===== src/rtl/ttl_out_pkg.sv =====
// Shared field positions and channel state type for the TTL output sequencer.
// Latency: n/a (declarations only).
// Backpressure: n/a.
package ttl_out_pkg;

   // Bit positions of the fields in the 128-bit command word
   localparam int TS_HI    = 127;
   localparam int TS_LO    = 64;
   localparam int PLEN_HI  = 63;
   localparam int PLEN_LO  = 32;
   localparam int PEN_LO   = 16;
   localparam int WMASK_LO = 8;
   localparam int VAL_LO   = 0;

   // Per-channel state: steady level, or a timed pulse counting down
   typedef enum logic {
      CH_IDLE  = 1'b0,
      CH_PULSE = 1'b1
   } ch_state_t;

endpackage


===== src/rtl/ttl_out_channel.sv =====
// One TTL channel: level/pulse FSM, pulse-length down-counter and output flop.
// Latency: a write shows on ttl one cycle after it is presented; pulses revert after pulse_len cycles.
// Backpressure: none; every write is taken immediately and replaces any pulse in flight.
module ttl_out_channel
   import ttl_out_pkg::*;
#(
   parameter int   CNT_W    = 32,
   parameter logic INIT_BIT = 1'b0
) (
   input  logic             clk,
   input  logic             resetn,
   input  logic             flush,
   input  logic             wr,
   input  logic             value,
   input  logic             pulse_en,
   input  logic [CNT_W-1:0] pulse_len,
   output logic             ttl,
   output logic             busy,
   output logic             override
);

   ch_state_t        state_q, state_d;
   logic [CNT_W-1:0] rem_q, rem_d;
   logic             ttl_q, ttl_d;
   logic             val_lat_q, val_lat_d;
   logic             last_cycle;

   // rem==1 means the pulse ends on this edge; a write landing here is not an override
   assign last_cycle = (rem_q == CNT_W'(1));

   // Register the channel state, counter, latched pulse value and output level
   always_ff @(posedge clk or negedge resetn) begin
      if (!resetn) begin
         state_q   <= CH_IDLE;
         rem_q     <= '0;
         ttl_q     <= INIT_BIT;
         val_lat_q <= 1'b0;
      end else begin
         state_q   <= state_d;
         rem_q     <= rem_d;
         ttl_q     <= ttl_d;
         val_lat_q <= val_lat_d;
      end
   end

   // Next state: flush beats a write, a write beats the running pulse
   always_comb begin
      state_d   = state_q;
      rem_d     = rem_q;
      ttl_d     = ttl_q;
      val_lat_d = val_lat_q;
      override  = 1'b0;
      if (flush) begin
         state_d = CH_IDLE;
         rem_d   = '0;
         ttl_d   = INIT_BIT;
      end else if (wr) begin
         ttl_d    = value;
         override = (state_q == CH_PULSE) && !last_cycle;
         if (pulse_en && (pulse_len != '0)) begin
            state_d   = CH_PULSE;
            rem_d     = pulse_len;
            val_lat_d = value;
         end else begin
            state_d = CH_IDLE;
            rem_d   = '0;
         end
      end else if (state_q == CH_PULSE) begin
         if (last_cycle) begin
            state_d = CH_IDLE;
            rem_d   = '0;
            ttl_d   = ~val_lat_q;
         end else begin
            rem_d = rem_q - CNT_W'(1);
         end
      end
   end

   assign ttl  = ttl_q;
   assign busy = (state_q == CH_PULSE);

endmodule


===== src/rtl/ttl_out_sequencer.sv =====
// TTL output sequencer: decodes RTOB command words into per-channel level sets and timed pulses.
// Latency: one cycle from counter_matched to ttl_out; all outputs registered.
// Backpressure: none; every strobe outside flush/reset is executed and counted.
module ttl_out_sequencer
   import ttl_out_pkg::*;
#(
   parameter int         NUM_CH     = 8,
   parameter int         CNT_W      = 32,
   parameter logic [7:0] INIT_VALUE = 8'h00
) (
   input  logic              clk,
   input  logic              resetn,
   input  logic              flush,
   input  logic              counter_matched,
   input  logic [127:0]      rto_in,
   input  logic              err_clear,
   output logic [NUM_CH-1:0] ttl_out,
   output logic [NUM_CH-1:0] busy,
   output logic              override_err,
   output logic [NUM_CH-1:0] override_ch,
   output logic [CNT_W-1:0]  cmd_count
);

   logic              strobe_ok;
   logic [CNT_W-1:0]  plen;
   logic [NUM_CH-1:0] wmask;
   logic [NUM_CH-1:0] pen;
   logic [NUM_CH-1:0] val;
   logic [NUM_CH-1:0] ovr;
   logic              unused_bits;

   // Flush drops a coincident command, so it is neither executed nor counted
   assign strobe_ok = counter_matched && !flush;

   assign wmask = rto_in[WMASK_LO +: NUM_CH];
   assign pen   = rto_in[PEN_LO   +: NUM_CH];
   assign val   = rto_in[VAL_LO   +: NUM_CH];

   // Timestamp, reserved bits and channels beyond NUM_CH carry nothing for us
   assign unused_bits = ^{rto_in[TS_HI:TS_LO], rto_in};

   // Fit the 32-bit pulse length field to the counter width
   generate
      if (CNT_W <= 32) begin : g_plen_trunc
         assign plen = rto_in[PLEN_LO +: CNT_W];
      end else begin : g_plen_ext
         assign plen = {{(CNT_W-32){1'b0}}, rto_in[PLEN_HI:PLEN_LO]};
      end
   endgenerate

   // One independent channel per TTL line
   generate
      for (genvar i = 0; i < NUM_CH; i++) begin : g_ch
         ttl_out_channel #(
            .CNT_W    (CNT_W),
            .INIT_BIT (INIT_VALUE[i])
         ) u_ch (
            .clk       (clk),
            .resetn    (resetn),
            .flush     (flush),
            .wr        (strobe_ok && wmask[i]),
            .value     (val[i]),
            .pulse_en  (pen[i]),
            .pulse_len (plen),
            .ttl       (ttl_out[i]),
            .busy      (busy[i]),
            .override  (ovr[i])
         );
      end
   endgenerate

   // Count every accepted strobe, wrapping naturally at the counter width
   always_ff @(posedge clk or negedge resetn) begin
      if (!resetn) begin
         cmd_count <= '0;
      end else if (strobe_ok) begin
         cmd_count <= cmd_count + CNT_W'(1);
      end
   end

   // Sticky override flags; a fresh override in the clearing cycle survives the clear
   always_ff @(posedge clk or negedge resetn) begin
      if (!resetn) begin
         override_err <= 1'b0;
         override_ch  <= '0;
      end else if (err_clear) begin
         override_err <= |ovr;
         override_ch  <= ovr;
      end else begin
         override_err <= override_err || (|ovr);
         override_ch  <= override_ch | ovr;
      end
   end

endmodule


===== config.mk =====
export PLATFORM = sky130hd
export DESIGN_NAME = ttl_out_sequencer
export DESIGN_NICKNAME = d
export VERILOG_FILES = /design/src/rtl/ttl_out_pkg.sv /design/src/rtl/ttl_out_channel.sv /design/src/rtl/ttl_out_sequencer.sv
export SDC_FILE = /design/constraint.sdc
export NUM_CORES = 1
export LEC_CHECK = 0
export CAP_MARGIN = 5
export CORE_ASPECT_RATIO = 1.2
export CORE_MARGIN = 2
export CORE_UTILIZATION = 50
export CTS_CLUSTER_DIAMETER = 60
export DETAILED_ROUTE_END_ITERATION = 8
export PLACE_DENSITY = 0.71
export SYNTH_ARGS = -nofsm -noshare
export SYNTH_HDL_FRONTEND = slang
export SYNTH_SLANG_ARGS = --single-unit

===== constraint.sdc =====
create_clock -name clk -period 6.45 [get_ports clk]
set_input_delay 0.9675 -clock clk [delete_from_list [all_inputs] [get_ports clk]]
set_output_delay 0.9675 -clock clk [all_outputs]
set_load 0.1 [all_outputs]

==> flow_metrics.tcl <==
set metrics [dict create \
    post_cts.repair.setup_buffers 0 \
    synth-edff-count 0 \
    synth_area_leader_cell "dfrtp_1" \
    io_pins 190 \
    start_kind "input port" \
    track_usage_pct 33.3 \
    synth_area_leaders "dfrtp_1 (41%), o21ai_0 (4.4%), nand2_1 (4.2%), nor3_1 (4.0%), a22oi_1 (3.6%)" \
    required_ns 6.87 \
    worstSkewPairLatency_ns 0.55 \
    rsz0062_at_grt "no" \
    synth_top_flop_cell "dfrtp_1" \
    n_antenna_cell 0 \
    slew_viol_final 0 \
    slew_headroom_pct 15.2 \
    ys_types 78 \
    fin_setup_tns_ns 0 \
    p_total_mw 7.50 \
    wl_per_cell_um 23.5 \
    synthSimpleGateAreaFrac_pct 24.8 \
    drt_iter0_markers 2393 \
    synth_fp_nets 2475 \
    stdcell_count 2912 \
    finalHoldViolCount 0 \
    grt_start_max_net_pins 155 \
    cts_resized 0 \
    drc 0 \
    synth_fa_ha_area_share_pct 1.08 \
    cts_max_level 2 \
    maxCapViolCount 0 \
    synthMuxAreaShare_pct 0.868 \
    portBuffers 117 \
    setup_viol 0 \
    die_h_um 222 \
    die-area_sq_mm 0.0411 \
    period_needed_ns 4.33 \
    synth_top_family_by_area "simple AND/OR/NAND/NOR gates" \
    synth_seq_cells 321 \
    synth_compound_area_share_pct 22.5 \
    synthXorXnorAreaFrac_pct 4.88 \
    tightest_slew_ns 1.25 \
    cp_max_fo 31 \
    grt_overflow 0 \
    synth_area_sq_mm 0.0197 \
    powerDensity_mw_per_mm2 332 \
    wirelength_um 68500 \
    cp.arrival_ns 4.74 \
    dp_cells 2847 \
    die_w_um 185 \
    layout-drive-gt1-share_pct 7.42 \
    dp_hpwl_um 43300 \
    clockRootBuffer "clkbuf_16" \
    rows 79 \
    yosysWarnings 0 \
    area_growth_pct 14.5 \
    synth-async-reset-ratio_pct 100 \
    hold_ws_ns 0.410 \
    ys_seq_area_share_pct 40.7 \
    numCtsBuffers 37 \
    final_common_cell "dfrtp_1" \
    rr_worst_depth 7 \
    routabilityCongestion 0.930 \
    via_per_inst 6.79 \
    drtAntennaViolNets 0 \
    nNetsFinal 2510 \
    syn_inst 2325 \
    fin_crit_sh_pct 67.1 \
    holdBufCountCts 0 \
    final_cell_mix "dfrtp_1 (321), nand2_1 (223), nor2_1 (183)" \
    fmax_ghz 0.231 \
    end_kind "register" \
    start_util_pct 50.8 \
    min_path_type "in2async" \
    power.static_leakage_nw 9.28 \
    grt_pass1_wl_um 108000 \
    irDropWorstVdd_v 0.000213 \
    clock_skew_ns 0.0154 \
    cts_buffer_depth 3 \
    outcome "completed" \
    cts_tree "done" \
    clk_pin_slew_worst_paths_ns 0.07 \
    clock_sinks 321 \
    vias 19800 \
    syn_area_per_cell_sq_um 8.49 \
    synth_top_area_share_pct 40.7 \
    core-area_sq_mm 0.0388 \
    final_core_util_pct 58.2 \
    grt_pass1_vias 18700 \
    path_class "in2reg" \
    dr.pass1.iters 6 \
    antenna_found_initial 1 \
]
[routing by layer]
| metal | up-vias | share of wire [%] | global-route usage [%] |
|---|---|---|---|
| met5 | - | 0 | 0 |
| met4 | 0 | 6.5 | 18.8 |
| met3 | 247 | 11 | 7.10 |
| met2 | 1076 | 43 | 48.4 |
| met1 | 9645 | 40 | 46.0 |
| li1 | 8795 | - | - |
[where the power goes]
group / internal (mW) / switching [mW] / leakage (nW) / total (mW)
logic: 0.956 / 1.69 / 4.35 / 2.64
clock network: 1.26 / 0.897 / 0.607 / 2.16
registers: 2.32 / 0.376 / 4.32 / 2.70
[sequential cells by signal (all words and copies together), names as in the netlist]
register and flops:
g_ch.u_ch.ttl 8, override_ch 8, g_ch.u_ch.busy 8, override_err 1, cmd_count 32, g_ch.u_ch.rem_q 256, g_ch.u_ch.val_lat_q 8
[cell type report]
cell class / count / area [sq um]
fillers: 3371 / 16200
multi-input cells: 1751 / 10800
clock buffers: 49 / 1040
well taps: 526 / 658
repair buffers: 183 / 1680
clock inverters: 16 / 170
flip-flops and latches: 321 / 8030
inverters: 66 / 248
[path summary, 6_finish.rpt]
kind                                        start                      to  slack (ns)
hold reg to reg                     cmd_count[31]           cmd_count[31]        0.48
setup / recovery                       rto_in[46]  g_ch[5].u_ch.rem_q[31]        2.12
setup reg to reg           g_ch[6].u_ch.rem_q[14]  g_ch[6].u_ch.rem_q[27]        3.02
min in group clk                    cmd_count[31]           cmd_count[31]        0.48
hold / removal                             resetn  g_ch[7].u_ch.rem_q[24]        0.41
max in group asynchronous                  resetn  g_ch[3].u_ch.val_lat_q        4.57
[Yosys cell counts (9+ instances only)]
cell,n
nor3b_1,14
nor4_1,76
a22oi_1,95
and2_1,19
nand3_1,67
or4_1,27
xnor2_1,60
ha_1,17
dfrtp_1,321
nor4b_1,9
o21ai_0,175
buf_1,9
or3_1,38
a221oi_1,45
and4_1,12
inv_1,66
nor2_1,185
buf_4,16
a21oi_1,96
o311ai_0,10
a211oi_1,16
o31ai_1,27
o211ai_1,19
nor3_1,158
a31oi_1,18
clkbuf_1,157
o41ai_1,11
o22ai_1,25
a32oi_1,21
nand2b_1,21
mux2_2,9
nand4_1,36
and3_1,18
a221o_1,19
xor2_1,50
o2bb2ai_1,10
o32ai_1,10
nand2_1,223
[kinds of logic (layout without fill, tap and decap cells)]
logic type / count (synthesis) / after routing
compound gates: 654 / 654
xor+xnor: 110 / 110
mux: 16 / 16
fa+ha+maj: 17 / 17
simple gates: 954 / 954
flops: 321 / 321
buf+inv: 253 / 314
[worst max-delay path, cell delays in order]
cell and delay, ns:
clkdlybuf4s50_1 1.01, nor4_1 0.54, and4_1 0.47, nand2_1 0.41
and3_1 0.74, a221oi_1 0.47, nor2_1 0.10
[through the flow]
step                      area [sq um]  setup slack [ns]
after floorplan                  19700              3.49
after global placement           21400              1.84
after detailed placement         21400              1.72
after CTS                        22600              2.28
after global routing             22600              2.06
final                            22600              2.12
Power figures use the tool's default switching activity.
